## config.mk

```make
export PLATFORM = sky130hd
export DESIGN_NAME = clk_div_monitor
export DESIGN_NICKNAME = d
export VERILOG_FILES = /design/src/rtl/clk_div_monitor.sv
export SDC_FILE = /design/constraint.sdc
export NUM_CORES = 1
export LEC_CHECK = 0
export ABC_AREA = 1
export CAP_MARGIN = 5
export CORE_MARGIN = 2
export CORE_UTILIZATION = 45
export CTS_CLUSTER_SIZE = 20
export DETAILED_ROUTE_END_ITERATION = 8
export PLACE_DENSITY = 0.66
export SLEW_MARGIN = 20
export SYNTH_ARGS = -nofsm -noshare
export SYNTH_HDL_FRONTEND = slang
export SYNTH_SLANG_ARGS = --single-unit
```

## constraint.sdc

```tcl
create_clock -name clk -period 4.6 [get_ports clk]
set_clock_uncertainty 0.05 [all_clocks]
set_input_delay 0.69 -clock clk [delete_from_list [all_inputs] [get_ports clk]]
set_output_delay 0.69 -clock clk [all_outputs]
set_load 0.05 [all_outputs]
```

## src/rtl/clk_div_monitor.sv

```systemverilog
// clk_div_monitor
// Measures the high and low phase lengths of a slow clock (clk_in) in cycles
// of the fast system clock. It reports the period and the 50% duty flag, and
// asserts lock once the same (high,low) pair has been seen LOCK_CNT times in a
// row. A sticky timeout flag is raised when clk_in stops toggling.
module clk_div_monitor #(
    parameter int  MAX_DIV     = 256,
    parameter int  LOCK_CNT    = 4,
    parameter int  SYNC_STAGES = 2,
    localparam int W           = $clog2(MAX_DIV + 1)
) (
    input  logic         clk,
    input  logic         rst_n,
    input  logic         en,
    input  logic         clk_in,
    output logic [W-1:0] high_len,
    output logic [W-1:0] low_len,
    output logic [W:0]   period,
    output logic         valid,
    output logic         is_even,
    output logic         locked,
    output logic         timeout_err
);

    localparam int MW = $clog2(LOCK_CNT + 1);

    localparam logic [1:0] ST_IDLE      = 2'd0;
    localparam logic [1:0] ST_WAIT_RISE = 2'd1;
    localparam logic [1:0] ST_MEASURE   = 2'd2;
    localparam logic [1:0] ST_LOCKED    = 2'd3;

    localparam logic [W-1:0]  CNT_MAX   = W'(MAX_DIV);
    localparam logic [MW-1:0] MATCH_MAX = MW'(LOCK_CNT);

    logic [SYNC_STAGES-1:0] sync_q;
    logic                   s;
    logic                   s_d;
    logic                   rise;
    logic                   fall;
    logic                   any_edge;
    logic [W-1:0]           cnt;
    logic [W-1:0]           hi_tmp;
    logic                   have_fall;
    logic [1:0]             state;
    logic [MW-1:0]          match_cnt;
    logic [MW-1:0]          match_nxt;
    logic                   pair_same;
    logic                   take_sample;
    logic                   timeout_hit;

    // Bring clk_in into the clk domain and keep a one-cycle delayed copy.
    // NOTE: sequential state uses non-blocking assignments so every flop
    // samples the pre-edge value of its neighbour, which is what makes the
    // shift chain a chain instead of a single flop.
    always_ff @(posedge clk or negedge rst_n) begin
        if (!rst_n) begin
            sync_q <= '0;
            s_d    <= 1'b0;
        end else begin
            sync_q <= {sync_q[SYNC_STAGES-2:0], clk_in};
            s_d    <= s;
        end
    end

    assign s        = sync_q[SYNC_STAGES-1];
    assign rise     = s & ~s_d;
    assign fall     = ~s & s_d;
    assign any_edge = rise | fall;

    // Phase counter: restarts at 1 on every edge, so on an edge cycle it
    // holds the length of the phase that just ended; saturates at MAX_DIV.
    always_ff @(posedge clk or negedge rst_n) begin
        if (!rst_n) begin
            cnt <= '0;
        end else if (any_edge) begin
            cnt <= W'(1);
        end else if (cnt != CNT_MAX) begin
            cnt <= cnt + W'(1);
        end
    end

    // Lock bookkeeping for the pair about to be published.
    assign pair_same   = (hi_tmp == high_len) && (cnt == low_len);
    assign match_nxt   = !pair_same            ? MW'(1)    :
                         (match_cnt == MATCH_MAX) ? match_cnt :
                                                   match_cnt + MW'(1);
    assign take_sample = rise && have_fall &&
                         ((state == ST_MEASURE) || (state == ST_LOCKED));
    assign timeout_hit = (cnt == CNT_MAX) && !any_edge;

    // Measurement FSM: arm on the first rise, capture the high phase on a
    // fall, publish the full period on the following rise.
    always_ff @(posedge clk or negedge rst_n) begin
        if (!rst_n) begin
            state       <= ST_IDLE;
            hi_tmp      <= '0;
            have_fall   <= 1'b0;
            match_cnt   <= '0;
            high_len    <= '0;
            low_len     <= '0;
            period      <= '0;
            valid       <= 1'b0;
            is_even     <= 1'b0;
            locked      <= 1'b0;
            timeout_err <= 1'b0;
        end else begin
            // NOTE: valid defaults low every cycle so it can only ever be a
            // single-cycle pulse, whatever branch below is taken.
            valid <= 1'b0;
            if (!en) begin
                state       <= ST_IDLE;
                locked      <= 1'b0;
                timeout_err <= 1'b0;
                match_cnt   <= '0;
                have_fall   <= 1'b0;
            end else if (state == ST_IDLE) begin
                state <= ST_WAIT_RISE;
            end else if (timeout_hit) begin
                state       <= ST_WAIT_RISE;
                timeout_err <= 1'b1;
                locked      <= 1'b0;
                match_cnt   <= '0;
                have_fall   <= 1'b0;
            end else if (state == ST_WAIT_RISE) begin
                if (rise) begin
                    state     <= ST_MEASURE;
                    have_fall <= 1'b0;
                end
            end else if (fall) begin
                hi_tmp    <= cnt;
                have_fall <= 1'b1;
            end else if (rise) begin
                have_fall <= 1'b0;
                if (take_sample) begin
                    high_len  <= hi_tmp;
                    low_len   <= cnt;
                    period    <= {1'b0, hi_tmp} + {1'b0, cnt};
                    is_even   <= (hi_tmp == cnt);
                    valid     <= 1'b1;
                    match_cnt <= match_nxt;
                    if (match_nxt == MATCH_MAX) begin
                        locked <= 1'b1;
                        state  <= ST_LOCKED;
                    end else begin
                        locked <= 1'b0;
                        state  <= ST_MEASURE;
                    end
                end
            end
        end
    end

endmodule

```

# ---- Yosys cells after proc, flatten, opt, wreduce, memory -nomap -nowiden
# Cells that the tools add are included.
dict set report op_classes {
  n_eq_ne 20
  n_reduce_logical 13
  n_bitwise 9
  addsub 3
  n_mux 44
}
# op count
set ops {}
lappend ops {{== test 9 bit} 3}
lappend ops {{two-way mux 3 bit} 9}
lappend ops {{two-way mux 1 bit} 25}
lappend ops {{two-way mux 9 bit} 2}
lappend ops {{two-way mux 2 bit} 8}
lappend ops {{adder 9 x 9 -> 10 bit} 1}
lappend ops {{!= test 5 x 1 -> 1 bit (second input constant)} 2}
lappend ops {{AND reduction 5 bit} 2}
lappend ops {{adder 9 x 1 -> 9 bit (second input constant)} 1}
lappend ops {{== test 9 bit (second input constant)} 1}
lappend ops {{!= test 9 bit (second input constant)} 1}
lappend ops {{AND reduction 7 bit} 1}
lappend ops {{== test 3 bit (second input constant)} 2}
lappend ops {{!= test 3 x 1 -> 1 bit (second input constant)} 2}
lappend ops {{inverter 1 bit} 6}
lappend ops {{!= test 5 x 2 -> 1 bit (second input constant)} 1}
lappend ops {{!= test 5 bit (second input constant)} 1}
lappend ops {{== test 2 bit (second input constant)} 2}
lappend ops {{logical AND 1 bit} 4}
lappend ops {{AND reduction 4 bit} 1}
lappend ops {{adder 3 x 1 -> 3 bit (second input constant)} 1}
lappend ops {{!= test 3 x 2 -> 1 bit (second input constant)} 1}
lappend ops {{!= test 3 bit (second input constant)} 1}
lappend ops {{bitwise AND 1 bit} 2}
lappend ops {{9 further kinds} 9}
dict set report totals {
  word_cells 103
  out_inout_bits 32
  inputBits 4
  regBits 59
}

# ---- Logic depth before layout (Yosys ltp)
# Gate-level depths: netlist (run 1).
dict set report logic_depth {
  ltp_word 12
  depth_mapped 12
  depth_no_buf 11
}

# ---- Least setup slack after synthesis (run 1)
# OpenSTA, ideal clock, no wires.
dict set report synth_path {
  path_kind {register to register}
  from {register cnt[1]}
  to {register low_len[0]}
  setup_time_ps 74
  arrival_ps 1708
  t_required_ps 4476
  setup_slack_ps 2768
  synth_period_minus_slack_ps 1832
  path_stages_with_launch 13
  n_path_buf 2
  path_cell_list {dfrtp_1 > inv_1 > ha_1 > nand2_2 > nor3_4 > nand3_4 > nand2_4 > nor2_4 > inv_4 > buf_12 > buf_12 > nand2_4 > o21ai_2}
}
dict set report synth_via {
  elab_chain_len 4
}
# element line
set synth_lines {}
lappend synth_lines {{from (decl)} 41} ;# logic [W-1:0] cnt;
lappend synth_lines {{from (signal assigned)} 78} ;# cnt <= cnt + W'(1);
lappend synth_lines {{== test 9 bit} 89} ;# assign timeout_hit = (cnt == CNT_MAX) && !any_edge;
lappend synth_lines {{logical AND 1 bit} 89}
lappend synth_lines {{inverter 1 bit (no line)} n/a}
lappend synth_lines {{AND reduction 7 bit (no line)} n/a}
lappend synth_lines {{to (signal assigned)} 136} ;# low_len <= cnt;
lappend synth_lines {{to (decl)} 17} ;# output logic [W-1:0] low_len,
# Every way passes these cells.
# A chain may end at the register's enable or synchronous reset.

# ---- Worst setup path in the final report (run 1)
dict set report layout_path {
  from {register cnt[1]}
  to {register low_len[8]}
}
# The elaborated chain is that of the path after synthesis.

==> results of run 1 <==
[cell type report]
type,count,area share [%]
multi-input combinational,259,40.0
inverter,45,4.40
clock buffer,14,4.69
sequential,59,37.9
clock inverter,1,0.771
tap,99,3.18
timing repair buffer,36,9.06
[state kept, by name (all words and copies together), names as in the netlist]
signal / count
period: 10
valid: 1
low_len: 9
high_len: 9
state: 2
hi_tmp: 9
s_d: 1
cnt: 9
locked: 1
sync_q: 2
have_fall: 1
match_cnt: 3
is_even: 1
timeout_err: 1
[report_power, final]
| group | internal (mW) | leakage (nW) | switching (mW) |
|---|---|---|---|
| sequential | 0.567 | 0.778 | 0.0570 |
| combinational | 0.130 | 0.947 | 0.235 |
| clock | 0.307 | 0.109 | 0.202 |
[worst reg2reg max path: stages (launching register included)]
cell and delay, ns:
sky130_fd_sc_hd__dfrtp_1 0.43, sky130_fd_sc_hd__inv_1 0.18, sky130_fd_sc_hd__ha_1 0.24, sky130_fd_sc_hd__nand2_2 0.08, sky130_fd_sc_hd__nor3_4 0.05, sky130_fd_sc_hd__nand3_4 0.14, sky130_fd_sc_hd__nand2_4 0.08, sky130_fd_sc_hd__nor2_4 0.51
sky130_fd_sc_hd__inv_4 0.39, sky130_fd_sc_hd__nand2_1 0.15, sky130_fd_sc_hd__o21ai_0 0.10
[cells in the final DEF, fill, tap and decap left out, types with 2 or more instances in the layout]
cell type | synthesis | layout
sky130_fd_sc_hd__o21ai_0 | 38 | 38
sky130_fd_sc_hd__nand2_2 | 2 | 2
sky130_fd_sc_hd__nor3_4 | 2 | 2
sky130_fd_sc_hd__o21ai_2 | 10 | 10
sky130_fd_sc_hd__inv_1 | 41 | 41
sky130_fd_sc_hd__clkbuf_8 | 0 | 13
sky130_fd_sc_hd__nand2_4 | 11 | 11
sky130_fd_sc_hd__inv_2 | 3 | 3
sky130_fd_sc_hd__clkdlybuf4s50_1 | 0 | 34
sky130_fd_sc_hd__nor2_1 | 19 | 19
sky130_fd_sc_hd__nand2_1 | 94 | 94
sky130_fd_sc_hd__nand3_1 | 12 | 12
sky130_fd_sc_hd__a21oi_1 | 10 | 10
sky130_fd_sc_hd__xnor2_1 | 9 | 9
sky130_fd_sc_hd__nand4_1 | 3 | 3
sky130_fd_sc_hd__xor2_1 | 12 | 12
sky130_fd_sc_hd__nor4_1 | 2 | 2
sky130_fd_sc_hd__ha_1 | 15 | 15
sky130_fd_sc_hd__nor3_1 | 5 | 5
sky130_fd_sc_hd__dfrtp_1 | 59 | 59
[synth_stat cells, drive strengths merged]
cell     count  area (sq um)
a21oi       10          50.1
o32ai        1          8.76
o21ai       49           283
xnor2        9          78.8
buf          6          66.3
xor2        12           105
o21bai       1          7.51
o2111ai      1          8.76
a22oi        1          7.51
nand3       13          77.6
clkbuf       4          17.5
o211ai       1          7.51
a31oi        1          6.26
fa           1          20.0
dfrtp       59          1480
nand2      107           489
a211o        1          8.76
ha          15           188
nand4        4          31.3
nor4         2          12.5
a21o         1          7.51
nor3         8          67.6
inv         45           171
nor2        20          82.6
o21a         1          7.51
[worst max-delay path by stage]
| stage | to | cells past startpoint | slack [ns] |
|---|---|---|---|
| after floorplan | low_len[0] | 12 | 2.77 |
| after global placement | period[2] | 6 | 1.92 |
| after detailed placement | low_len[8] | 5 | 1.81 |
| after CTS | low_len[8] | 9 | 2.04 |
| after global routing | low_len[8] | 9 | 1.85 |
| final | low_len[8] | 10 | 2.06 |
[cell families (layout without fill, tap and decap cells)]
| group | after synthesis | count (layout) | synth area share [%] |
|---|---|---|---|
| simple gates | 154 | 154 | 23.1 |
| compound gates | 68 | 68 | 12.3 |
| flops | 59 | 59 | 44.9 |
| buf+inv | 55 | 96 | 7.77 |
| xor+xnor | 21 | 21 | 5.60 |
| fa+ha+maj | 16 | 16 | 6.32 |
[per-layer routing]
layer	share of wire, %	vias up	global-route usage, %
met5	0	-	0
met4	1.6	0	6.65
met2	47	34	29.0
met1	49	1202	25.9
li1	-	1278	-
met3	2.3	11	4.16
==> impl_summary.txt, run 1 <==
----------------------------------------------------
[Placement]
  Pre-CTS worst setup slack ... roughly 1.8 ns
  # port buffers ... 35
  Last weighted congestion value of the routability-driven placer ... 0.817
  HPWL reported at the end of detailed placement ... 4800 um
  Placement Cell Area ... 0.00368 sq mm
  Number of cells after detailed placement ... 498

[Global route]
  Pin count of the biggest net entering global routing ... 60
  Gr usage total ... 18.7%
  Antenna violations before repair ... 0
  Wire length of the first global-routing pass ... around 11,000 um
  Vias in the first global route ... between 2,000 and 2,500
  Congestion Overflow GR ... 0

[Timing]
  RSZ-0062 raised after global routing ... no
  Slew at the pin closest to its max-slew limit ... 0.758 ns
  Total Neg Setup Slack ... 0 ns
  Number of pins exceeding their max-slew limit in the final report ... 0
  Setup violators final ... 0
  Count of endpoints failing hold in the final timing report ... 0
  Smallest hold slack ... 0.301 ns
  Remaining max-slew budget at the tightest pin ... between 40% and 50%
  Max Fclk ... 0.393 GHz
  Shortest clock period the worst path allows after layout ... 2.54 ns
  Final worst-path cycle share ... 55.3%
  Final worst setup slack ... 2.06 ns

[Setup path]
  Arrival time of the worst setup path ... approximately 2.7 ns
  CP cell instances ... inv_1 > ha_1 > nand2_2 > nor3_4 > nand3_4 > nand2_4 > nor2_4 > inv_4 > nand2_1 > o21ai_0
  Sort of element at the start of the critical path ... register
  CP top delay family ... simple AND/OR/NAND/NOR gates
  Maximum fanout along the worst path ... 38
  Slowest-stage cell, CP ... sky130_fd_sc_hd__nor2_4
  Kind of critical path ... reg -> reg
  Worst reg-to-reg setup slack ... 2.06 ns
  Required time at the endpoint of the critical path ... about 4.7 ns
  Kind of end point of the critical path ... register
  Max stage delay on crit path ... roughly 0.50 ns
  R2R cell count ... 10
  Worst setup path start ... cnt[1]
  Reg-to-Reg End ... low_len[8]
  Crit path buffers/inverters ... 2
  RR Startpoint ... cnt[1]

[Worst hold path]
  Endpoint of the worst hold path ... sync_q[1]
  Hold Path Class ... reg -> reg
  Hold depth ... 0
  Launch instance of the worst min-delay path ... sync_q[0]

[Drt]
  Initial detailed-routing violation count ... around 160
  DR DRC count ... 0
  Count of antenna-violating nets left after detailed routing ... 0
  Routed wire length per instance ... 13.1 um
  Final Routed Wirelength ... 6740 um
  Drt via density ... ~4.9
  Number of vias after detailed routing ... approximately 2,500
  First-pass iteration count of the detailed router ... 4

[Clock tree]
  Clock latency reported for the late side of the worst-skew pair ... 0.34 ns
  CTS clock-pin slew for the worst setup and hold paths ... 0.07 ns
  CTS Sinks ... 59
  Clock tree root driver cell ... sky130_fd_sc_hd__clkbuf_8
  Count of hold buffers inserted by post-cts repair ... 0
  Number of gates given a new drive strength after cts ... 0
  Clock tree from TritonCTS ... yes
  CTS buffer count ... 9
  CTS max path bufs ... 2
  Number of H-tree branching levels ... 3
  Setup fix buffers added after clock tree synthesis ... 0

[Yosys]
  Number of warnings reported in the yosys synthesis log ... 0
  Flip-flop and latch count after synthesis ... roughly 60
  Sequential share of the synthesized area ... 44.9%
  Synthesized area ... 0.00329 sq mm
  Post-synthesis instance total ... 373
  Avg Inst Size Synth ... 8.81 sq um
  Post-Synthesis Net Count ... 393
  Number of distinct standard cells referenced by the synthesized netlist ... 39

[Cells and area]
  Final non-filler cell total ... 513
  Share of layout cells above drive strength 1 ... 11.8%
  Multi-input combinational cell area ... 0.00156 sq mm
  ANT cells ... 0
  Final instance area ... 0.00389 sq mm
  Combined flip-flop and latch cell area ... 0.00148 sq mm
  Fin nets ... 430
  Signed area change from the synthesized netlist to the final layout ... 18.4%
  Final design utilization ... 54.2%
  Count of filler cells inserted in the layout ... between 600 and 700

[Power]
  Power after layout ... 1.50 mW
  Leakage power ... 1.83 nW
  Worst voltage drop across the vdd grid ... about 0.00019 V
  Cell Pwr Density ... approximately 380 mW/mm^2

[Floorplan]
  Starting Density ... 45.8%
  Boundary Pins ... 36
  Core region area ... 0.00718 sq mm
  Placement Rows ... 31
  X dimension of the die ... 89.5 um
  Die Footprint ... 0.00800 sq mm
  Die Y-Extent ... 89.5 um

[Outcome]
  Status ... completed

[Run]
  Max-cap viol count ... 0

----------------------------------------------------
Power figures use the tool's default switching activity.
==> run 2, diff against run 1 <==
PLACE_DENSITY = 0.69   (was 0.66)
clock period = 2.06 ns   (was 4.6 ns; I/O delays follow)
==> impl_summary.txt, run 2 (same netlist as run 1, synthesis figures left out) <==
----------------------------------------------------
[Global route]
  Pin count of the biggest net entering global routing ... 60
  Gr usage total ... 19.4%
  Congestion Overflow GR ... 0
  Vias in the first global route ... 2,493
  Wire length of the first global-routing pass ... roughly 12,000 um
  Antenna violations before repair ... 0

[Drt]
  Count of antenna-violating nets left after detailed routing ... 0
  Final Routed Wirelength ... approximately 6900 um
  Initial detailed-routing violation count ... 108
  First-pass iteration count of the detailed router ... 6
  Drt via density ... 4.92
  Number of vias after detailed routing ... 2,586
  DR DRC count ... 0
  Routed wire length per instance ... 13.2 um

[Power]
  Power after layout ... between 3 and 4 mW
  Worst voltage drop across the vdd grid ... about 0.00041 V
  Leakage power ... 1.88 nW
  Cell Pwr Density ... 793 mW/mm^2

[Setup path]
  CP top delay family ... buffers and inverters
  Worst reg-to-reg setup slack ... 0.16 ns
  CP cell instances ... clkdlybuf4s50_1
  Max stage delay on crit path ... roughly 0.84 ns
  Reg-to-Reg End ... period[6]
  R2R cell count ... 6
  Required time at the endpoint of the critical path ... 1.70 ns
  Arrival time of the worst setup path ... around 1.6 ns
  Slowest-stage cell, CP ... sky130_fd_sc_hd__clkdlybuf4s50_1
  RR Startpoint ... cnt[3]
  Maximum fanout along the worst path ... 3
  Crit path buffers/inverters ... 1
  Sort of element at the start of the critical path ... register
  Kind of end point of the critical path ... output port
  Kind of critical path ... reg -> out

[Floorplan]
  Starting Density ... 45.8%
  Placement Rows ... 31
  Boundary Pins ... 36
  Die Y-Extent ... 89.5 um
  Core region area ... a little over 0.007 sq mm
  Die Footprint ... 0.00800 sq mm
  X dimension of the die ... 89.5 um

[Cells and area]
  Commonest non-fill, non-tap cell in the layout ... sky130_fd_sc_hd__nand2_1
  Share of layout cells above drive strength 1 ... 14.3%
  ANT cells ... 0
  Fin nets ... 442
  Most frequent cells in the layout ... sky130_fd_sc_hd__nand2_1 (94), sky130_fd_sc_hd__dfrtp_1 (57), sky130_fd_sc_hd__inv_1 (40)
  Max reg flops ... 10
  Count of filler cells inserted in the layout ... 648
  Signed area change from the synthesized netlist to the final layout ... 20.7%
  Register with the most flip-flops ... period

[Placement]
  HPWL reported at the end of detailed placement ... 5120 um
  Pre-CTS worst setup slack ... 0.122 ns
  # port buffers ... 35
  Last weighted congestion value of the routability-driven placer ... 0.909

[Timing]
  RSZ-0062 raised after global routing ... yes
  Max Fclk ... 0.500 GHz
  Final worst setup slack ... around 0.059 ns
  Setup violators final ... 0
  Slew at the pin closest to its max-slew limit ... approximately 0.5 ns
  Final worst-path cycle share ... 97.1%
  Shortest clock period the worst path allows after layout ... between 2 and 2.5 ns
  Count of endpoints failing hold in the final timing report ... 0
  Number of pins exceeding their max-slew limit in the final report ... 0
  Remaining max-slew budget at the tightest pin ... 66.4%

[Run]
  Max-cap viol count ... 0

[Clock tree]
  CTS clock-pin slew for the worst setup and hold paths ... 0.07 ns
  CTS buffer count ... 9
  CTS Sinks ... 59
  Clock latency reported for the late side of the worst-skew pair ... 0.34 ns
  Clock tree root driver cell ... sky130_fd_sc_hd__clkbuf_8
  CTS max path bufs ... 2
  Number of H-tree branching levels ... 3
  Clock tree from TritonCTS ... yes

[Outcome]
  Status ... completed

[Worst hold path]
  Launch instance of the worst min-delay path ... sync_q[0]
  Hold depth ... 0
  Hold Path Class ... reg -> reg
  Endpoint of the worst hold path ... sync_q[1]

----------------------------------------------------
[run 2: repair_timing]
item                                    in CTS  in global routing
setup buffers                                0                  0
gates resized for setup                      0                  4
hold endpoints to repair                    59                  0
endpoints found under the setup margin       0                  3
hold buffers                                 1                  0
[run 2: area by class of cell]
| type | instances | area, sq um | area share [%] |
|---|---|---|---|
| Multi-Input combinational cell | 259 | 1560 | 39.2 |
| Sequential cell | 59 | 1480 | 37.3 |
| Timing Repair Buffer | 48 | 483 | 12.2 |
| Inverter | 45 | 171 | 4.32 |
| Clock buffer | 13 | 139 | 3.50 |
| Tap cell | 99 | 124 | 3.12 |
| Clock inverter | 3 | 15.0 | 0.379 |
[run 2: how the worst max path moves through the flow]
stage | start | endpoint | cells after the start
final | low_len[0] | low_len[0] | 1
after global placement | hi_tmp[2] | period[7] | 8
after global routing | cnt[0] | match_cnt[0] | 10
after floorplan | cnt[1] | low_len[0] | 12
after CTS | low_len[0] | low_len[0] | 1
after detailed placement | en | match_cnt[1] | 5
[run 2: metal layers]
layer	global-route usage (%)	vias up	wire [um]
met1	26.2	1220	3330
met3	4.06	14	249
met4	9.63	0	172
met2	29.6	52	3190
li1	-	1300	-
met5	0	-	0
[run 2: power by group]
group,internal (mW),switching (mW)
Sequential,1.27,0.113
Clock,0.432,0.459
Combinational,0.324,0.549
[run 2: through the flow]
step / hold WS (ns) / utilization (%) / setup TNS [ns] / cell area (sq um) / instances
after floorplan: -0.0366 / - / 0 / 3290 / 373
after detailed placement: 0.293 / 53.0 / 0 / 3800 / 509
after global placement: 0.285 / 53.0 / 0 / 3800 / 509
final: 0.310 / 55.3 / 0 / 3970 / 526
after CTS: 0.308 / 55.2 / 0 / 3960 / 526
after global routing: 0.330 / 55.3 / -0.0106 / 3970 / 526
==> run 3, diff against run 2 <==
GPL_ROUTABILITY_DRIVEN = 0   (was not set)
==> results of run 3 <==
The final DEF is identical to that of run 2; final timing and power are the same.
